### config.mk
export PLATFORM = sky130hd
export DESIGN_NAME = mux_out_filter
export DESIGN_NICKNAME = d
export VERILOG_FILES = /design/src/rtl/mux_out_filter.sv
export SDC_FILE = /design/constraint.sdc
export NUM_CORES = 1
export LEC_CHECK = 0
export CAP_MARGIN = 30
export CORE_MARGIN = 3
export CORE_UTILIZATION = 56
export DETAILED_ROUTE_END_ITERATION = 8
export PLACE_DENSITY_LB_ADDON = 0.25
export SLEW_MARGIN = 15
export SYNTH_ARGS = -nofsm -noshare
export SYNTH_HDL_FRONTEND = slang
export SYNTH_SLANG_ARGS = --single-unit
### constraint.sdc
create_clock -name clk -period 3.2 [get_ports clk]
set_input_delay 0.32 -clock clk [delete_from_list [all_inputs] [get_ports clk]]
set_output_delay 0.32 -clock clk [all_outputs]
set_load 0.005 [all_outputs]
### src/rtl/mux_out_filter.sv
// Glitch filter and edge qualifier for the asynchronous 2:1 mux output net.
// A new level reaches dout only after holding for STABLE_CYCLES synchronised clocks.
module mux_out_filter #(
  parameter int STABLE_CYCLES = 4,
  parameter int CNT_W         = 8
) (
  input  logic             clk,
  input  logic             rst_n,
  input  logic             din,
  input  logic             en,
  input  logic             clr,
  output logic             dout,
  output logic             rise,
  output logic             fall,
  output logic             busy,
  output logic [CNT_W-1:0] toggle_cnt
);

  typedef enum logic [1:0] {
    STABLE_LO = 2'b00,
    QUAL_HI   = 2'b01,
    STABLE_HI = 2'b11,
    QUAL_LO   = 2'b10
  } state_t;

  localparam logic [4:0]       QCNT_LAST = 5'(STABLE_CYCLES - 1);
  localparam logic [CNT_W-1:0] CNT_MAX   = '1;

  logic [1:0]       sync_reg;
  logic             s2;
  state_t           state_reg, state_next;
  logic [4:0]       qcnt_reg, qcnt_next;
  logic             dout_reg, dout_next;
  logic             rise_reg, rise_next;
  logic             fall_reg, fall_next;
  logic [CNT_W-1:0] cnt_reg, cnt_next;
  logic             qual_edge;

  // Two-flop synchroniser; runs regardless of en so the pipeline never goes stale.
  always_ff @(posedge clk or negedge rst_n) begin
    if (!rst_n) begin
      sync_reg <= 2'b00;
    end else begin
      sync_reg <= {sync_reg[0], din};
    end
  end

  assign s2 = sync_reg[1];

  always_comb begin
    state_next = state_reg;
    qcnt_next  = qcnt_reg;
    dout_next  = dout_reg;
    rise_next  = 1'b0;
    fall_next  = 1'b0;
    qual_edge  = 1'b0;
    if (en) begin
      case (state_reg)
        STABLE_LO: begin
          if (s2) begin
            if (STABLE_CYCLES == 1) begin
              qual_edge = 1'b1;
            end else begin
              state_next = QUAL_HI;
              qcnt_next  = 5'd1;
            end
          end
        end
        QUAL_HI: begin
          if (!s2) begin
            state_next = STABLE_LO;
            qcnt_next  = 5'd0;
          end else if (qcnt_reg == QCNT_LAST) begin
            qual_edge = 1'b1;
          end else begin
            qcnt_next = qcnt_reg + 5'd1;
          end
        end
        STABLE_HI: begin
          if (!s2) begin
            if (STABLE_CYCLES == 1) begin
              qual_edge = 1'b1;
            end else begin
              state_next = QUAL_LO;
              qcnt_next  = 5'd1;
            end
          end
        end
        QUAL_LO: begin
          if (s2) begin
            state_next = STABLE_HI;
            qcnt_next  = 5'd0;
          end else if (qcnt_reg == QCNT_LAST) begin
            qual_edge = 1'b1;
          end else begin
            qcnt_next = qcnt_reg + 5'd1;
          end
        end
        default: begin
          state_next = STABLE_LO;
          qcnt_next  = 5'd0;
        end
      endcase
    end
    // A qualified edge always lands in the stable state opposite the current level.
    if (qual_edge) begin
      dout_next  = ~dout_reg;
      rise_next  = ~dout_reg;
      fall_next  = dout_reg;
      qcnt_next  = 5'd0;
      state_next = dout_reg ? STABLE_LO : STABLE_HI;
    end
  end

  // clr has priority over a coincident qualified edge; the counter never wraps.
  always_comb begin
    cnt_next = cnt_reg;
    if (clr) begin
      cnt_next = '0;
    end else if (qual_edge && (cnt_reg != CNT_MAX)) begin
      cnt_next = cnt_reg + CNT_W'(1);
    end
  end

  always_ff @(posedge clk or negedge rst_n) begin
    if (!rst_n) begin
      state_reg <= STABLE_LO;
      qcnt_reg  <= 5'd0;
      dout_reg  <= 1'b0;
      rise_reg  <= 1'b0;
      fall_reg  <= 1'b0;
      cnt_reg   <= '0;
    end else begin
      state_reg <= state_next;
      qcnt_reg  <= qcnt_next;
      dout_reg  <= dout_next;
      rise_reg  <= rise_next;
      fall_reg  <= fall_next;
      cnt_reg   <= cnt_next;
    end
  end

  assign dout       = dout_reg;
  assign rise       = rise_reg;
  assign fall       = fall_reg;
  assign busy       = (state_reg == QUAL_HI) || (state_reg == QUAL_LO);
  assign toggle_cnt = cnt_reg;

endmodule
---- After elaboration in Yosys (flattened, before gate mapping) ----
Index checks and enable logic that the tools add are counted.
W data, S select, Z words.
word-level totals
  bits of input ports ..................... 5
  logic and storage cells ................. 51
  flip-flop bits (word level) ............. 20
operators by class
  bitwise gates (word level) .............. 1
  add/subtract/negate cells ............... 2
  muxes and demuxes ....................... 25
  eq/ne operators ......................... 9
  reductions and logical operators ........ 7
operators by type and width
  kind                   number
  $mux W5                7
  $pmux W5 S4            1
  $mux W8                2
  $mux W2                7
  $ne A3 B3 Y1 const B   4
  $add A8 B1 Y8 const B  1
  $ne A8 B8 Y1 const B   1
  $pmux W2 S4            1
  $mux W1                6
  $add A5 B1 Y5 const B  1
  $eq A5 B2 Y1 const B   1
  $reduce_and A5 Y1      1
  $eq A2 B2 Y1 const B   2
  $reduce_bool A2 Y1     2
  $reduce_and A3 Y1      1
  $eq A2 B1 Y1 const B   1
  $logic_not A2 Y1       1
  $pmux W1 S2            1
  $logic_and A1 B1 Y1    1
  $logic_or A1 B1 Y1     1
  $not A1 Y1             1

---- Longest topological paths before layout ----
  depth after elaboration ................. 8
  gate-level depth with buffers ........... 7
  gate-level depth less buffers ........... 6

---- Least setup slack after synthesis ----
Ideal clock, no wire load.
  kind .................................... flip-flop to flip-flop
  start point ............................. register state_reg[0]
  end point ............................... register cnt_reg[5] (netlist: toggle_cnt[5])
  buffers on the path ..................... 0
  stages on the path, launching flop included .. 7
  setup slack ............................. 1401 ps
  data arrival time ....................... 1675 ps
  period minus slack after synthesis ...... 1799 ps
  path through ............................ dfrtp_1 > inv_1 > ha_1 > mux2i_1 > nand4b_4 > nor4_1 > mux2_2
on the way
  longest elaborated chain between the ends .. 5
  elaborated cells on any way between the ends .. 6
  classes of those cells .................. 2 x eq/ne; 2 x mux; 2 x reduce/logical
ends and longest elaborated chain
  item                                          line  text
  start, declared                               31    state_t state_reg, state_next;
  start signal, assigned                        134   state_reg <= state_next;
  $eq A2 B2 Y1 or $eq A2 B1 Y1 (tied branches)  58    case (state_reg)
  $pmux W1 S2 (*)                               58
  $mux W1 (*)                                   57    if (en) begin
  $logic_and A1 B1 Y1 (*)                       120   end else if (qual_edge && (cnt_reg != CNT_MAX)) begin
  $reduce_bool A2 Y1 (no source line) (*)       -
  end signal, assigned                          139   cnt_reg <= cnt_next;
  end, declared                                 36    logic [CNT_W-1:0] cnt_reg, cnt_next;
Every way passes the cells marked *; elsewhere a longest branch is shown, timed or not.
A chain may end at the register's enable or synchronous reset.

---- Worst setup path after layout ----
Same ends and word-level chain as after synthesis.

==> results.py <==
metrics = {
    "timing": {
        "finalCriticalPeriod_ns": 2.11,
        "rsz0062_at_grt": "false",
        "tns_ns": 0,
        "hold_violations": 0,
        "fin_worst_skew_ns": 0.0112,
        "max_slew_margin": 0.684,
        "worstMarginPinSlew_ns": 0.461,
        "hold_slack_ns": 0.218,
        "fmax_ghz": 0.475,
        "slew_viol_final": 0,
        "finalCritPeriodShare": 0.658,
        "setup_violations": 0,
    },
    "die": {
        "initial_core_util": 0.620,
        "num_rows": 15,
        "die_area_um2": 2570,
        "die-height_um": 50.7,
        "pin_count": 17,
        "core_area_um2": 1800,
        "die_w_um": 50.7,
    },
    "run_status": {
        "status": "complete, no violations",
    },
    "logic_synthesis": {
        "synth_top_family_by_area": "simple AND/OR/NAND/NOR gates",
        "synth-xor-area-share": 0.0235,
        "muxShareOfSynthArea": 0.0649,
        "netlist_instances": 111,
        "ys_dominant_reg_cell": "dfrtp_1",
        "synth_nets": 122,
        "synth-seq-cells": 20,
        "ys.warnings.count": 0,
        "synth_edf_count": 0,
        "yosysUniqueCellTypes": 32,
        "seq_area_frac_synth": 0.448,
        "synthesis.area_um2": 1120,
        "avgSynthCellArea_um2": 10.1,
        "synthArstFlopShare": 1.00,
        "synthAdderAreaFrac": 0.0672,
        "synth-compound-area-share": 0.114,
        "synth_simple_gate_area_share": 0.254,
    },
    "place": {
        "placed_area_um2": 1300,
        "place_congestion": 0.786,
        "portBuffers": 16,
        "dp_hpwl_mm": 1.62,
        "dpl.cell_count": 149,
    },
    "hold_path": {
        "hold_class": "input port to async pin",
    },
    "power": {
        "p_total_uw": 760,
        "vdd_drop_max_v": 0.000358,
        "power.density_nw_per_um2": 564,
        "p_leak_nw": 0.583,
    },
    "global_routing": {
        "grt_pass1_wl_mm": 4.11,
        "grt_max_degree": 21,
        "overflow": 0,
        "antenna_found_initial": 0,
        "grt_pass1_vias": 883,
        "grtUsageTotal": 0.214,
    },
    "critical_path": {
        "cp-end-kind": "register",
        "regToRegSetupSlack_ns": 1.09,
        "reg2reg_depth": 6,
        "cp_max_fo": 19,
        "crit_type": "register to register",
        "arrival_ns": 2.31,
        "crit_required_ns": 3.41,
        "crit-reg2reg-launch": "state_reg[0]",
        "r2r-end": "toggle_cnt[5]",
        "crit_path_start": "state_reg[0]",
        "cp-endpoint": "toggle_cnt[5]",
        "cp-start-kind": "register",
    },
    "final_layout": {
        "mostFrequentLayoutCells": "dfrtp_1, clkdlybuf4s50_1, nor2_1",
        "final_common_cell": "dfrtp_1",
        "num_antenna_cells": 0,
        "final_area_um2": 1350,
        "largest_reg_flops": 8,
        "regArea_um2": 500,
        "multi_input_area_um2": 586,
        "drive_above_1_share": 0.0775,
        "stdcell_count": 154,
        "num-fill-cells": 142,
        "fin_nets": 141,
        "area_growth_pct": 20.6,
    },
    "routing": {
        "vias_per_cell": 5.92,
        "vias": 911,
        "first_iter_violations": 34,
        "wl_per_cell_um": 14.9,
        "route.detailed.drc": 0,
        "final_antenna_net_count": 0,
        "first_pass_iters": 4,
        "routed_wl_mm": 2.30,
    },
    "cts": {
        "cts_tree": "built",
        "holdBufCountCts": 0,
        "cts_resized": 0,
        "htreeDepth": 1,
        "cts_root_buffer": "clkbuf_4",
        "cts_buffers": 3,
        "clk_path_buf_depth": 2,
        "clock-sinks": 20,
        "insertion_delay_ns": 0.31,
        "post_cts_buffers": 0,
        "clk_pin_slew_ns": 0.12,
    },
    "job": {
        "maxCapViolations": 0,
    },
}
-- how the worst min path moves through the flow --
| stage | from | end | slack (ns) |
|---|---|---|---|
| 2_1_floorplan | rst_n | dout | 0.02 |
| 3_3_place_gp | sync_reg[0] | sync_reg[1] | 0.33 |
| 3_5_place_dp | sync_reg[0] | sync_reg[1] | 0.35 |
| 4_1_cts | sync_reg[0] | sync_reg[1] | 0.38 |
| 5_1_grt | rst_n | qcnt_reg[2] | 0.21 |
| 6_report | rst_n | qcnt_reg[2] | 0.22 |
-- cell type report --
class | instances | area share
Inverter | 5 | 0.0139
Sequential cell | 20 | 0.371
Timing Repair Buffer | 17 | 0.130
Multi-Input combinational cell | 83 | 0.435
Tap cell | 25 | 0.0232
Clock buffer | 4 | 0.0269
-- cell families (layout without fill, tap and decap cells) --
| logic type | Yosys count | after routing |
|---|---|---|
| simple gates | 47 | 47 |
| compound gates | 20 | 20 |
| flops | 20 | 20 |
| buf+inv | 8 | 26 |
| mux | 7 | 7 |
| fa+ha+maj | 6 | 6 |
| xor+xnor | 3 | 3 |
-- critical path, stage by stage, from the launching register on --
cell and delay (ns):
dfrtp_1 0.42, inv_1 0.11, ha_1 0.21, mux2i_1 0.18, nand4b_4 0.38, nor4_1 0.36, mux2_2 0.36
-- synth_stat cells (all sizes together), types with 3 or more instances --
cell type / count / area (µm²)
mux2i: 5 / 50.1
nor2b: 3 / 18.8
o21ai: 6 / 30.0
nor2: 12 / 45.0
nand2: 6 / 22.5
nand3: 10 / 50.1
dfrtp: 20 / 500
a21oi: 4 / 20.0
inv: 5 / 18.8
ha: 6 / 75.1
-- power breakdown --
part           total (mW)  switching [mW]  internal (mW)
Combinational       0.293           0.151          0.142
Clock               0.147          0.0775         0.0695
Sequential          0.320          0.0347          0.285
-- per-layer routing --
layer	wire length, µm	vias to the layer above	GRT usage
li1	-	446	-
met1	999	432	0.276
met2	1140	29	0.348
met3	126	4	0.0415
met4	35	0	0.0942
met5	0	-	0
-- stage by stage --
stage / setup slack, ns / utilization
after floorplan: 1.40 / -
after global placement: 1.08 / 0.719
after detailed placement: 1.07 / 0.719
after CTS: 1.09 / 0.740
after global routing: 0.966 / 0.748
final: 1.09 / 0.748
Power figures use the tool's default switching activity.
